File: src/rtl/grid_cursor_selector_if.sv
// Handshake bundle between the key/debounce front end, the cursor selector and the game-state logic.
// The master side drives the board and key levels; the slave side is the selector.
interface grid_cursor_selector_if #(
  parameter int DIM = 3,
  parameter int IW  = $clog2(DIM*DIM)
);
  logic [DIM*DIM-1:0][1:0] board;
  logic                    next;
  logic                    prev;
  logic                    sel;
  logic [IW-1:0]           curBox;
  logic                    valid;
  logic                    board_full;
  logic                    place_strobe;
  logic [15:0][15:0]       GrnPixels;

  modport master (output board, next, prev, sel,
                  input  curBox, valid, board_full, place_strobe, GrnPixels);
  modport slave  (input  board, next, prev, sel,
                  output curBox, valid, board_full, place_strobe, GrnPixels);
endinterface

File: src/rtl/grid_cursor_selector.sv
// Cursor over a DIM x DIM board: skips to the next empty cell, blinks it on the LED plane,
// and emits a one-cycle placement strobe on confirm.
module grid_cursor_selector #(
  parameter int DIM     = 3,
  parameter int CELL_PX = 5,
  parameter int BLINK_W = 24
) (
  input  logic                  clk,
  input  logic                  reset,
  grid_cursor_selector_if.slave bus
);
  localparam int N  = DIM*DIM;
  localparam int IW = $clog2(N);

  typedef enum logic [1:0] {SEEK_F, SEEK_B, HOLD, FULL} state_t;

  state_t            state, state_nx;
  logic [IW-1:0]     cur, cur_nx, cur_inc, cur_dec;
  logic [IW:0]       scan, scan_nx;
  logic              next_q, prev_q, sel_q;
  logic              next_ev, prev_ev, sel_ev;
  logic              strobe, strobe_nx;
  logic [N-1:0]      empty;
  logic              cur_empty, any_empty, valid_w, show;
  logic [BLINK_W-1:0] blink;
  logic [15:0][15:0] pix, pix_nx;
  logic [15:0]       row_m, col_m;
  int                rlo, clo;

  for (genvar i = 0; i < N; i++) begin : g_cell
    assign empty[i] = (bus.board[i] == 2'b00);
  end

  assign cur_empty = empty[cur];
  assign any_empty = |empty;
  assign cur_inc   = (cur == IW'(N-1)) ? '0 : cur + 1'b1;
  assign cur_dec   = (cur == '0) ? IW'(N-1) : cur - 1'b1;
  assign next_ev   = bus.next & ~next_q;
  assign prev_ev   = bus.prev & ~prev_q;
  assign sel_ev    = bus.sel  & ~sel_q;
  assign valid_w   = (state == HOLD) && cur_empty;

  always_comb begin
    state_nx  = state;
    cur_nx    = cur;
    scan_nx   = scan;
    strobe_nx = 1'b0;
    case (state)
      SEEK_F, SEEK_B: begin
        if (cur_empty) begin
          state_nx = HOLD;
        end else begin
          cur_nx  = (state == SEEK_F) ? cur_inc : cur_dec;
          scan_nx = scan + 1'b1;
          if (scan + 1'b1 == (IW+1)'(N)) state_nx = FULL;
        end
      end
      HOLD: begin
        // An external placement on our cell outranks any key event this cycle.
        if (!cur_empty) begin
          state_nx = SEEK_F;
          scan_nx  = '0;
        end else if (sel_ev) begin
          strobe_nx = 1'b1;
        end else if (next_ev && !prev_ev) begin
          cur_nx   = cur_inc;
          scan_nx  = '0;
          state_nx = SEEK_F;
        end else if (prev_ev && !next_ev) begin
          cur_nx   = cur_dec;
          scan_nx  = '0;
          state_nx = SEEK_B;
        end
      end
      FULL: begin
        if (any_empty) begin
          scan_nx  = '0;
          state_nx = SEEK_F;
        end
      end
      default: state_nx = SEEK_F;
    endcase
  end

  // Cursor square spans CELL_PX-1 pixels; the last row/column of each pitch is a gap.
  always_comb begin
    rlo  = (int'(cur) / DIM) * CELL_PX;
    clo  = (int'(cur) % DIM) * CELL_PX;
    show = valid_w && blink[BLINK_W-1];
    for (int i = 0; i < 16; i++) begin
      row_m[i] = (i >= rlo) && (i <= rlo + CELL_PX - 2);
      col_m[i] = (i >= clo) && (i <= clo + CELL_PX - 2);
    end
    for (int r = 0; r < 16; r++)
      for (int c = 0; c < 16; c++)
        pix_nx[r][c] = show & row_m[r] & col_m[c];
  end

  always_ff @(posedge clk or posedge reset) begin
    if (reset) begin
      state  <= SEEK_F;
      cur    <= '0;
      scan   <= '0;
      next_q <= 1'b0;
      prev_q <= 1'b0;
      sel_q  <= 1'b0;
      strobe <= 1'b0;
      blink  <= '0;
      pix    <= '0;
    end else begin
      state  <= state_nx;
      cur    <= cur_nx;
      scan   <= scan_nx;
      next_q <= bus.next;
      prev_q <= bus.prev;
      sel_q  <= bus.sel;
      strobe <= strobe_nx;
      blink  <= blink + 1'b1;
      pix    <= pix_nx;
    end
  end

  assign bus.curBox       = cur;
  assign bus.valid        = valid_w;
  assign bus.board_full   = (state == FULL);
  assign bus.place_strobe = strobe;
  assign bus.GrnPixels    = pix;
endmodule

File: src/flat_wrapper.sv
// flat-port wrapper written by rule: the top's interface ports become plain ports
module grid_cursor_selector_flat 
#(
  parameter int DIM     = 3,
  parameter int CELL_PX = 5,
  parameter int BLINK_W = 24
)
  (clk, reset, bus_board, bus_next, bus_prev, bus_sel, bus_curBox, bus_valid, bus_board_full, bus_place_strobe, bus_GrnPixels);
  grid_cursor_selector_if #(.DIM(DIM)) bus_i ();
  input  logic clk;
  input  logic reset;
  input wire logic [$bits(bus_i.board)-1:0] bus_board;
  input wire logic [$bits(bus_i.next)-1:0] bus_next;
  input wire logic [$bits(bus_i.prev)-1:0] bus_prev;
  input wire logic [$bits(bus_i.sel)-1:0] bus_sel;
  output wire logic [$bits(bus_i.curBox)-1:0] bus_curBox;
  output wire logic [$bits(bus_i.valid)-1:0] bus_valid;
  output wire logic [$bits(bus_i.board_full)-1:0] bus_board_full;
  output wire logic [$bits(bus_i.place_strobe)-1:0] bus_place_strobe;
  output wire logic [$bits(bus_i.GrnPixels)-1:0] bus_GrnPixels;
  assign bus_i.board = bus_board;
  assign bus_i.next = bus_next;
  assign bus_i.prev = bus_prev;
  assign bus_i.sel = bus_sel;
  assign bus_curBox = bus_i.curBox;
  assign bus_valid = bus_i.valid;
  assign bus_board_full = bus_i.board_full;
  assign bus_place_strobe = bus_i.place_strobe;
  assign bus_GrnPixels = bus_i.GrnPixels;
  grid_cursor_selector #(.DIM(DIM), .CELL_PX(CELL_PX), .BLINK_W(BLINK_W)) u_core (.clk(clk), .reset(reset), .bus(bus_i));
endmodule
File: config.mk
export PLATFORM = sky130hd
export DESIGN_NAME = grid_cursor_selector_flat
export DESIGN_NICKNAME = d
export VERILOG_FILES = /design/src/rtl/grid_cursor_selector_if.sv /design/src/rtl/grid_cursor_selector.sv /design/src/flat_wrapper.sv
export SDC_FILE = /design/constraint.sdc
export NUM_CORES = 1
export LEC_CHECK = 0
export ABC_AREA = 1
export BUFFER_PORTS_ARGS = -buffer_cell sky130_fd_sc_hd__buf_2
export CORE_MARGIN = 5
export CORE_UTILIZATION = 30
export DETAILED_ROUTE_END_ITERATION = 7
export MAX_ROUTING_LAYER = met4
export PLACE_DENSITY = 0.58
export SYNTH_ARGS = -nofsm -noshare
export SYNTH_HDL_FRONTEND = slang
export SYNTH_SLANG_ARGS = --single-unit
File: constraint.sdc
create_clock -name clk -period 14.6 [get_ports clk]
set_clock_uncertainty 0.1 [all_clocks]
set_input_delay 2.92 -clock clk [delete_from_list [all_inputs] [get_ports clk]]
set_output_delay 2.92 -clock clk [all_outputs]
set_load 0.1 [all_outputs]
==> results.md, run 1 <==
- The synthesized design contains 0 enable-type register cells.
- The critical path endpoint is u_core.bus.GrnPixels[84].
- The mapped netlist covers 15,800 µm².
- The number of cells on the worst reg-to-reg path is 30.
- In this run the remaining antenna-violating nets after routing total 0.
- The class of the tightest hold or removal check is reg -> reg.
- The post-detailed-route wirelength per cell is 16.8 µm.
- The post-route netlist has 18.3% of its cells at a drive strength greater than 1.
- The CTS sink count is 295.
- The number of vias per cell after detailed routing is 4.70.
- Measured along the y axis, the die boundary spans 240 µm.
- The startpoint of the most critical setup path is u_core.bus.curBox[0].
- The number of warning messages in the yosys log is 0.
- Before CTS, the worst setup slack after placement is 6.50 ns.
- At the worst endpoint, the required time is 14.93 ns.
- STA classifies the critical path startpoint as a flip-flop.
- The residual DRC count is 0.
- The count of buffers inserted at the top-level ports is 285.
- The via count of the first global-routing pass is 13,700.
- After legalization and detailed placement, the total HPWL measured 39,800 µm.
- The top achievable clock speed is 121 MHz.
- The total area of multi-input combinational cells is 7320 µm².
- The count of buffers added by post-CTS timing repair for setup is 0.
- Measured along the x axis, the die boundary spans 240 µm.
- The flow ran to the end, and the final reports show no timing, DRC or antenna violations.
- The global placer's final weighted congestion is 0.949.
- The total number of H-tree levels is 1.
- For this run, the leading register cell type out of synthesis is sky130_fd_sc_hd__dfrtp_1.
- The critical-path maximum fanout is 17.
- Of all flip-flops after synthesis, the portion carrying an async set or reset was 100%.
- The endpoint identified for the worst register-to-register timing path is u_core.bus.GrnPixels[84].
- Measured against its own limit, the worst slew margin works out to 26.4%.
- The slowest library cell on the worst path is sky130_fd_sc_hd__nor4_1.
- The final max-slew violation count was 0.
- Leaving out fill and tap cells, the most frequent cells in the layout are sky130_fd_sc_hd__nand2_1 (467), sky130_fd_sc_hd__nor2_1 (416), sky130_fd_sc_hd__dfrtp_1 (295).
- The worst path meets setup with 6.32 ns of slack.
- The maximum number of pins on one net before global-route repair is 167.
- The final critical path takes up 56.7% of the cycle.
- In the final layout, flip-flops and latches occupy 7380 µm².
- In this run, post-CTS repair resized a total of 0 instances.
- The initial antenna violation count was 0.
- TritonCTS built the clock tree.
- The final period demand of the worst path is 8.28 ns.
- The cell seen most often among critical-path stages is sky130_fd_sc_hd__nand2_1.
- The starting utilization of the core area is 30.2%.
- The die covers 57,500 µm².
- The aggregate routed wire length is 50,700 µm.
- Across all register-to-register paths, the minimum setup slack is 6.32 ns.
- The final net count is 2,417.
- After detailed placement, the design holds a cell count of 2,972.
- The kind of capture point of the worst setup path is a flip-flop.
- The worst register-to-register path begins at u_core.bus.curBox[0].
- The filler cells instantiated in the layout total 5,403.
- The number of placement rows is 84.
- Setup violations remaining at the end of the flow were counted as 0.
- The clock passes through at most 3 buffers.
- The clock reaches the later pin of the worst-skew pair after 0.53 ns.
- After clock tree synthesis, the flow added hold-fix buffers numbering 0.
- In this run, the number of DRC markers left after iteration 0 of detailed routing was 940.
- Summed over all layers, the global routing overflow is 0.
- The detailed-routing iteration count for the pre-antenna-repair pass is 6.
- The number of clock buffers added by TritonCTS is 26.
- Global routing used 17.5% of the available tracks across all layers.
- The first global-routing pass estimated 77,700 µm of wire.
- The number of instances on the worst hold path is 1.
- For the pin with the worst max-slew slack, the measured transition is 1.10 ns.
- Leaving out fill and tap cells, the most frequent cell in the layout is sky130_fd_sc_hd__nand2_1.
- Summed over all failing endpoints, the final setup total negative slack is 0 ns.
- The classification of the worst setup path is reg -> reg.
- The flip-flop and latch count after synthesis is 295.
- The master cell of the clock root buffer is sky130_fd_sc_hd__clkbuf_16.
- The mean post-synth cell area is 7.83 µm².
- The worst stage delay on the critical path is 0.84 ns.
- The gate count after technology mapping is 2,022.
- Setup repair after global routing left no endpoint under its margin.
- Yosys mapped the design onto 47 distinct sky130hd cell types.
- For this run, the register share of the synthesized area comes to 46.6%.
- The final number of hold-violating endpoints is 0.
- The total via count after detailed routing is 14,200.
- The count of max-cap constraint violations is 0.
- The filler-free cell count of the finished design is 3,019.
- The clock slew seen by the registers of the worst setup and hold paths is 0.07 ns.
- Data on the critical path arrives at its endpoint at 8.61 ns.
- The number of diodes added for antenna fixing is 0.
- The region available for standard cell placement spans 52,400 µm².
- The area added between synthesis and finish is 19.2%.
- Pin placement for this block handled 286 I/O pins.
## flip-flops by register name, indices dropped and copies added (netlist names)
register,count
u_core.blink,24
u_core.bus.GrnPixels,256
u_core.bus.curBox,4
u_core.bus.place_strobe,1
u_core.next_q,1
u_core.prev_q,1
u_core.scan,5
u_core.sel_q,1
u_core.state,2
## routing by layer
layer | track usage, % | wire length (µm)
met4 | 5.20 | 1390
met1 | 22.7 | 22100
met3 | 1.87 | 3390
met2 | 29.0 | 23900
met5 | - | 0
## logic make-up after synthesis
group | Yosys count | share of synthesized area (%)
AOI/OAI and AO/OA | 97 | 3.51
xor gates and xnor gates | 41 | 2.27
adders and majority gates | 82 | 6.53
buffers and inverters | 291 | 7.68
DFF | 295 | 46.6
other | 1 | 0.0237
and+or+nand+nor | 1215 | 33.4
## critical path, delay by kind of cell, from the launching register on
kind,cells,cell delay (ns)
flops,1,0.61
fa+ha+maj,4,1.26
compound gates,2,0.59
buf+inv,4,0.70
xor+xnor,1,0.30
simple gates,19,4.61
## worst min-delay path by stage
stage | endpoint | startpoint | slack, ns
after floorplan | u_core.blink[0] | u_core.blink[0] | 0.32
after global placement | u_core.blink[0] | u_core.blink[0] | 0.34
after detailed placement | u_core.blink[22] | u_core.blink[22] | 0.36
after CTS | u_core.blink[22] | u_core.blink[22] | 0.37
after global routing | u_core.blink[22] | u_core.blink[22] | 0.40
final | u_core.blink[0] | u_core.blink[0] | 0.36
## area by class of cell
type / instances / share of cell area [%]
Clock inverter: 8 / 0.418
Multi-Input combinational cell: 1451 / 38.8
Inverter: 246 / 4.93
Sequential cell: 295 / 39.1
Timing Repair Buffer: 292 / 7.90
Tap cell: 688 / 4.56
Clock buffer: 39 / 4.29
## cell usage after synthesis, types with 2 or more instances
cell                         n  share of area, %
sky130_fd_sc_hd__xor2_1     33               1.8
sky130_fd_sc_hd__nand2_1   467                11
sky130_fd_sc_hd__buf_4       6              0.28
sky130_fd_sc_hd__dfrtp_1   295                47
sky130_fd_sc_hd__nand3_2     2              0.13
sky130_fd_sc_hd__nand3b_1    7              0.33
sky130_fd_sc_hd__o311ai_1    2              0.11
sky130_fd_sc_hd__and2_1      5              0.20
sky130_fd_sc_hd__nand2_4     2              0.14
sky130_fd_sc_hd__a21oi_1    33               1.0
sky130_fd_sc_hd__nor2_1    416               9.9
sky130_fd_sc_hd__buf_6      12              0.85
sky130_fd_sc_hd__o21bai_1    2             0.095
sky130_fd_sc_hd__nand2_2    21              0.83
sky130_fd_sc_hd__xnor2_1     8              0.44
sky130_fd_sc_hd__nor2_4      7              0.50
sky130_fd_sc_hd__or2_2       2             0.079
sky130_fd_sc_hd__o31ai_1     3              0.14
sky130_fd_sc_hd__nor2_2     42               1.7
sky130_fd_sc_hd__nor3_1     29              0.92
sky130_fd_sc_hd__o21ai_1     6              0.19
sky130_fd_sc_hd__nand4_1    56               2.2
sky130_fd_sc_hd__nand3_4     3              0.33
sky130_fd_sc_hd__ha_1       81               6.4
sky130_fd_sc_hd__nor4_1      5              0.20
sky130_fd_sc_hd__o21ai_0    40               1.3
sky130_fd_sc_hd__clkbuf_1   18              0.43
sky130_fd_sc_hd__buf_2       9              0.28
sky130_fd_sc_hd__inv_1     241               5.7
sky130_fd_sc_hd__nand3_1   147               4.6
sky130_fd_sc_hd__and3_1      2             0.079
sky130_fd_sc_hd__inv_2       5              0.12
## metrics by stage
step	utilization [%]	instance area (µm²)	hold slack, ns
5_1_grt	36.0	18900	0.404
3_3_place_gp	34.3	18000	0.345
6_report	36.0	18900	0.361
2_1_floorplan	-	15900	0.321
4_1_cts	36.0	18900	0.371
3_5_place_dp	34.3	18000	0.361
Power of run 1 is not shown: default switching activity piles up to over one toggle a cycle in this logic, so the estimate is an artifact.
==> run 2, diff against run 1 <==
--- a/config.mk
+++ b/config.mk
@@ -5,13 +5,13 @@
 export SDC_FILE = /design/constraint.sdc
 export NUM_CORES = 1
 export LEC_CHECK = 0
-export ABC_AREA = 1
+export ABC_AREA = 0
 export BUFFER_PORTS_ARGS = -buffer_cell sky130_fd_sc_hd__buf_2
 export CORE_MARGIN = 5
 export CORE_UTILIZATION = 30
 export DETAILED_ROUTE_END_ITERATION = 7
 export MAX_ROUTING_LAYER = met4
-export PLACE_DENSITY = 0.58
+export PLACE_DENSITY = 0.59
 export SYNTH_ARGS = -nofsm -noshare
 export SYNTH_HDL_FRONTEND = slang
 export SYNTH_SLANG_ARGS = --single-unit
==> constraint.sdc (replaced) <==
create_clock -name clk -period 7.92 [get_ports clk]
set_clock_uncertainty 0.1 [all_clocks]
set_input_delay 1.584 -clock clk [delete_from_list [all_inputs] [get_ports clk]]
set_output_delay 1.584 -clock clk [all_outputs]
set_load 0.1 [all_outputs]
==> results.md, run 2 <==
- Run status: completed (unchanged).
- The placed wire-length estimate is 32,700 µm (was 39,800 µm).
- The worst stage delay on the critical path is 0.47 ns (was 0.84 ns).
- The number of routed nets with antenna violations came to 0 (unchanged).
- The number of placement rows is 80 (was 84).
- The number of DRC markers after the initial detailed-route iteration is 891 (was 940).
- The total via count after detailed routing is 12,300 (was 14,200).
- The residual DRC count was 0 (unchanged).
- The initial antenna violation count came to 0 (unchanged).
- The master cell of the clock root buffer was sky130_fd_sc_hd__clkbuf_16 (unchanged).
- The number of vias per cell after detailed routing was 5.10 (was 4.70).
- The portion of synthesized cell area occupied by the leading cell type is 51.1% (was 46.6%).
- The final period demand of the worst path is 7.55 ns (was 8.28 ns).
- Cell types occupying the most area after synthesis: sky130_fd_sc_hd__dfrtp_1 (51%), sky130_fd_sc_hd__ha_1 (7.0%), sky130_fd_sc_hd__nor3_1 (4.8%) (was sky130_fd_sc_hd__dfrtp_1 (47%), sky130_fd_sc_hd__nand2_1 (11%), sky130_fd_sc_hd__nor2_1 (9.9%)).
- The final net count is 1,885 (was 2,417).
- The data arrival time at the worst-slack endpoint is 7.82 ns (was 8.61 ns).
- The critical-path maximum fanout came to 11 (was 17).
- The global-route wire length before repair is 69,200 µm (was 77,700 µm).
- The final setup violation count came to 0 (unchanged).
- The cell seen most often among critical-path stages was sky130_fd_sc_hd__ha_1 (was sky130_fd_sc_hd__nand2_1).
- The aggregate routed wire length is 44,000 µm (was 50,700 µm).
- The count of max-cap constraint violations came to 0 (unchanged).
- The number of distinct library cells after synthesis came to 82 (was 47).
- The layout cell share with drive strength beyond 1 was 27.6% (was 18.3%).
- The number of diodes added for antenna fixing came to 0 (unchanged).
- The count of buffers inserted at the top-level ports came to 285 (unchanged).
- The area added between synthesis and finish is 26.0% (was 19.2%).
- The slowest library cell on the worst path was sky130_fd_sc_hd__dfrtp_2 (was sky130_fd_sc_hd__nor4_1).
- The class of the tightest hold or removal check is reg -> reg (unchanged).
- Commonest cells after routing, fill and taps aside: sky130_fd_sc_hd__dfrtp_1 (292), sky130_fd_sc_hd__buf_2 (285), sky130_fd_sc_hd__nor2_1 (176) (was sky130_fd_sc_hd__nand2_1 (467), sky130_fd_sc_hd__nor2_1 (416), sky130_fd_sc_hd__dfrtp_1 (295)).
- The CTS sink count is 295 (unchanged).
- The data required time of the worst path was 8.19 ns (was 14.93 ns).
- The worst slew margin relative to its limit is 21.3% (was 26.4%).
- The final design area excluding fillers is 18,200 µm² (was 18,900 µm²).
- The filler-free cell count of the finished design is 2,415 (was 3,019).
- The via count of the first global-routing pass is 12,100 (was 13,700).
- The startpoint kind of the worst setup timing path was a flip-flop (unchanged).
- The pin slew with the least headroom to its limit is 1.17 ns (was 1.10 ns).
- The insertion delay of the later-clocked pin in the worst-skew pair is 0.55 ns (was 0.53 ns).
- The top flip-flop cell by instance count after synthesis is sky130_fd_sc_hd__dfrtp_1 (unchanged).
- The kind of capture point of the worst setup path is a flip-flop (unchanged).
- The final number of hold-violating endpoints is 0 (unchanged).
- The most used standard cell by instance count after synthesis is sky130_fd_sc_hd__dfrtp_1 (was sky130_fd_sc_hd__nand2_1).
- The cell count after placement is 2,356 (was 2,972).
- The total congestion overflow after global routing is 0 (unchanged).
- The overall fraction of global-route tracks in use is 16.4% (was 17.5%).
- The flip-flop count of the largest register after layout was 256 (unchanged).
- The clock slew seen by the registers of the worst setup and hold paths is 0.06 ns (was 0.07 ns).
- The maximum number of pins on one net before global-route repair came to 177 (was 167).
- The filler cell count is 4,696 (was 5,403).
- The post-detailed-route wirelength per cell came to 18.2 µm (was 16.8 µm).
- The starting utilization of the core area was 30.3% (was 30.2%).
- The number of warning messages in the yosys log is 0 (unchanged).
- The number of top-level pins is 286 (unchanged).
- Commonest cells post-synth: sky130_fd_sc_hd__dfrtp_1 (295), sky130_fd_sc_hd__nor2_1 (181), sky130_fd_sc_hd__nor3_1 (139) (was sky130_fd_sc_hd__nand2_1 (467), sky130_fd_sc_hd__nor2_1 (416), sky130_fd_sc_hd__dfrtp_1 (295)).
- The area of the die is 52,700 µm² (was 57,500 µm²).
- The vertical die dimension is 230 µm (was 240 µm).
- The number of buffers created by CTS is 28 (was 26).
- The area of the placeable core came to 47,700 µm² (was 52,400 µm²).
- The leading cell type in the layout, fill and taps excluded is sky130_fd_sc_hd__dfrtp_1 (was sky130_fd_sc_hd__nand2_1).
- The mean post-synth cell area is 9.92 µm² (was 7.83 µm²).
- The detailed-routing iteration count for the pre-antenna-repair pass is 5 (was 6).
- The period utilization is 95.3% (was 56.7%).
- The top achievable clock speed is 132 MHz (was 121 MHz).
- The cell family contributing the most delay on the critical path is compound AO/OA/AOI/OAI gates (was simple AND/OR/NAND/NOR gates).
- The count of flip-flops with a built-in enable after synthesis is 0 (unchanged).
- The final max-slew violation count came to 0 (unchanged).
- The total cell area at the placement stage is 16,900 µm² (was 18,000 µm²).
- The post-route worst hold slack is 0.361 ns (about the same).
- The buffer and inverter count on the worst path is 2 (was 4).
- The CTS tree is yes (unchanged).
- The buffer levels on the longest clock path is 3 (unchanged).
- The horizontal die dimension is 230 µm (was 240 µm).
- The flip-flop and latch count after synthesis came to 295 (unchanged).
- The biggest area consumer among synthesized cells is sky130_fd_sc_hd__dfrtp_1 (unchanged).
- The post-synthesis async set-or-reset flop share is 100% (unchanged).
- The classification of the worst setup path is reg -> reg (unchanged).
- The total number of H-tree levels is 1 (unchanged).
- The gate count after technology mapping is 1,457 (was 2,022).
- The global placer's final weighted congestion is 0.931 (was 0.949).
- The portion of the post-synthesis area used by sequential elements is 51.1% (was 46.6%).
- The post-synthesis cell area is 14,500 µm² (was 15,800 µm²).
run 2: cell types whose count changed after synthesis, sizes merged, moves of 37 or more:
cell,before,now
a21oi,33,79
nor2,465,181
inv,246,48
nor4,5,49
clkbuf,18,55
xnor2,8,49
nand3,152,39
nand2,490,85
nor3,29,139
run 2: final timing paths:
path	slack [ns]	start	endpoint	depth (start not counted)
setup / recovery	0.37	u_core.bus.curBox[3]	u_core.bus.GrnPixels[69]	27
hold / removal	0.36	u_core.blink[5]	u_core.blink[5]	1
setup reg to reg	0.37	u_core.bus.curBox[3]	u_core.bus.GrnPixels[69]	27
hold reg to reg	0.36	u_core.blink[5]	u_core.blink[5]	1
max in group asynchronous	5.06	reset	u_core.bus.GrnPixels[160]	4
min in group asynchronous	1.19	reset	u_core.bus.GrnPixels[54]	3
run 2: final cells by class:
cell class,instances,area (µm²),share of cell area (%)
Clock inverter,13,108,0.591
Tap cell,615,769,4.23
Multi-Input combinational cell,1047,6930,38.0
Timing Repair Buffer,360,2030,11.1
Sequential cell,295,7390,40.6
Inverter,48,184,1.01
Clock buffer,37,806,4.43
run 2: worst register-to-register path, cell delays in order, from the launching register on:
cell and delay (ns):
sky130_fd_sc_hd__dfrtp_2 0.47, sky130_fd_sc_hd__ha_1 0.38, sky130_fd_sc_hd__nand2b_1 0.27, sky130_fd_sc_hd__a311o_1 0.44, sky130_fd_sc_hd__nand2_1 0.14, sky130_fd_sc_hd__ha_1 0.22
sky130_fd_sc_hd__a41oi_2 0.09, sky130_fd_sc_hd__nand3_2 0.15, sky130_fd_sc_hd__inv_2 0.05, sky130_fd_sc_hd__a211oi_2 0.27, sky130_fd_sc_hd__o211a_1 0.25, sky130_fd_sc_hd__nor2b_1 0.18
sky130_fd_sc_hd__o31ai_2 0.10, sky130_fd_sc_hd__ha_1 0.32, sky130_fd_sc_hd__ha_1 0.39, sky130_fd_sc_hd__and3_1 0.24, sky130_fd_sc_hd__a221oi_2 0.36, sky130_fd_sc_hd__o21bai_1 0.21
sky130_fd_sc_hd__a221o_1 0.42, sky130_fd_sc_hd__a211oi_4 0.36, sky130_fd_sc_hd__and4b_1 0.29, sky130_fd_sc_hd__nor3b_2 0.18, sky130_fd_sc_hd__mux2_2 0.39, sky130_fd_sc_hd__a21oi_1 0.23
sky130_fd_sc_hd__nand4_4 0.27, sky130_fd_sc_hd__o22ai_4 0.30, sky130_fd_sc_hd__buf_4 0.23, sky130_fd_sc_hd__nor2_1 0.08
run 2: through the flow:
stage	util, %	TNS (ns)	worst slack (ns)
3_5_place_dp	35.5	-2.24	-0.0957
5_1_grt	38.1	-1.61	-0.0730
2_1_floorplan	-	0	0.0101
6_report	38.1	0	0.369
3_3_place_gp	35.5	0	0.0213
4_1_cts	37.5	0	0.0122
run 2: kinds of logic after synthesis:
kind of cell / after synthesis / share of synthesized area (%)
xor gates and xnor gates: 63 / 3.82
adders and majority gates: 82 / 7.15
other: 1 / 0.0259
buffers and inverters: 130 / 3.65
and+or+nand+nor: 624 / 21.5
DFF: 295 / 51.1
AOI/OAI and AO/OA: 256 / 12.2
muxes: 6 / 0.511
run 2: layer usage:
metal  wire [µm]  global-route usage [%]
met3        2480                    2.03
met4        1040                    4.28
met5           0                       -
met1       18800                    20.8
met2       21700                    28.0
run 2: timing repair:
item,4_1_cts,5_1_grt
setup buffers,1,8
resized for setup,2,49
hold buffers,0,0
endpoints found under the hold margin,0,0
pin swaps,1,10
setup endpoints to repair,30,240
Power of run 2 is left out for the same reason.
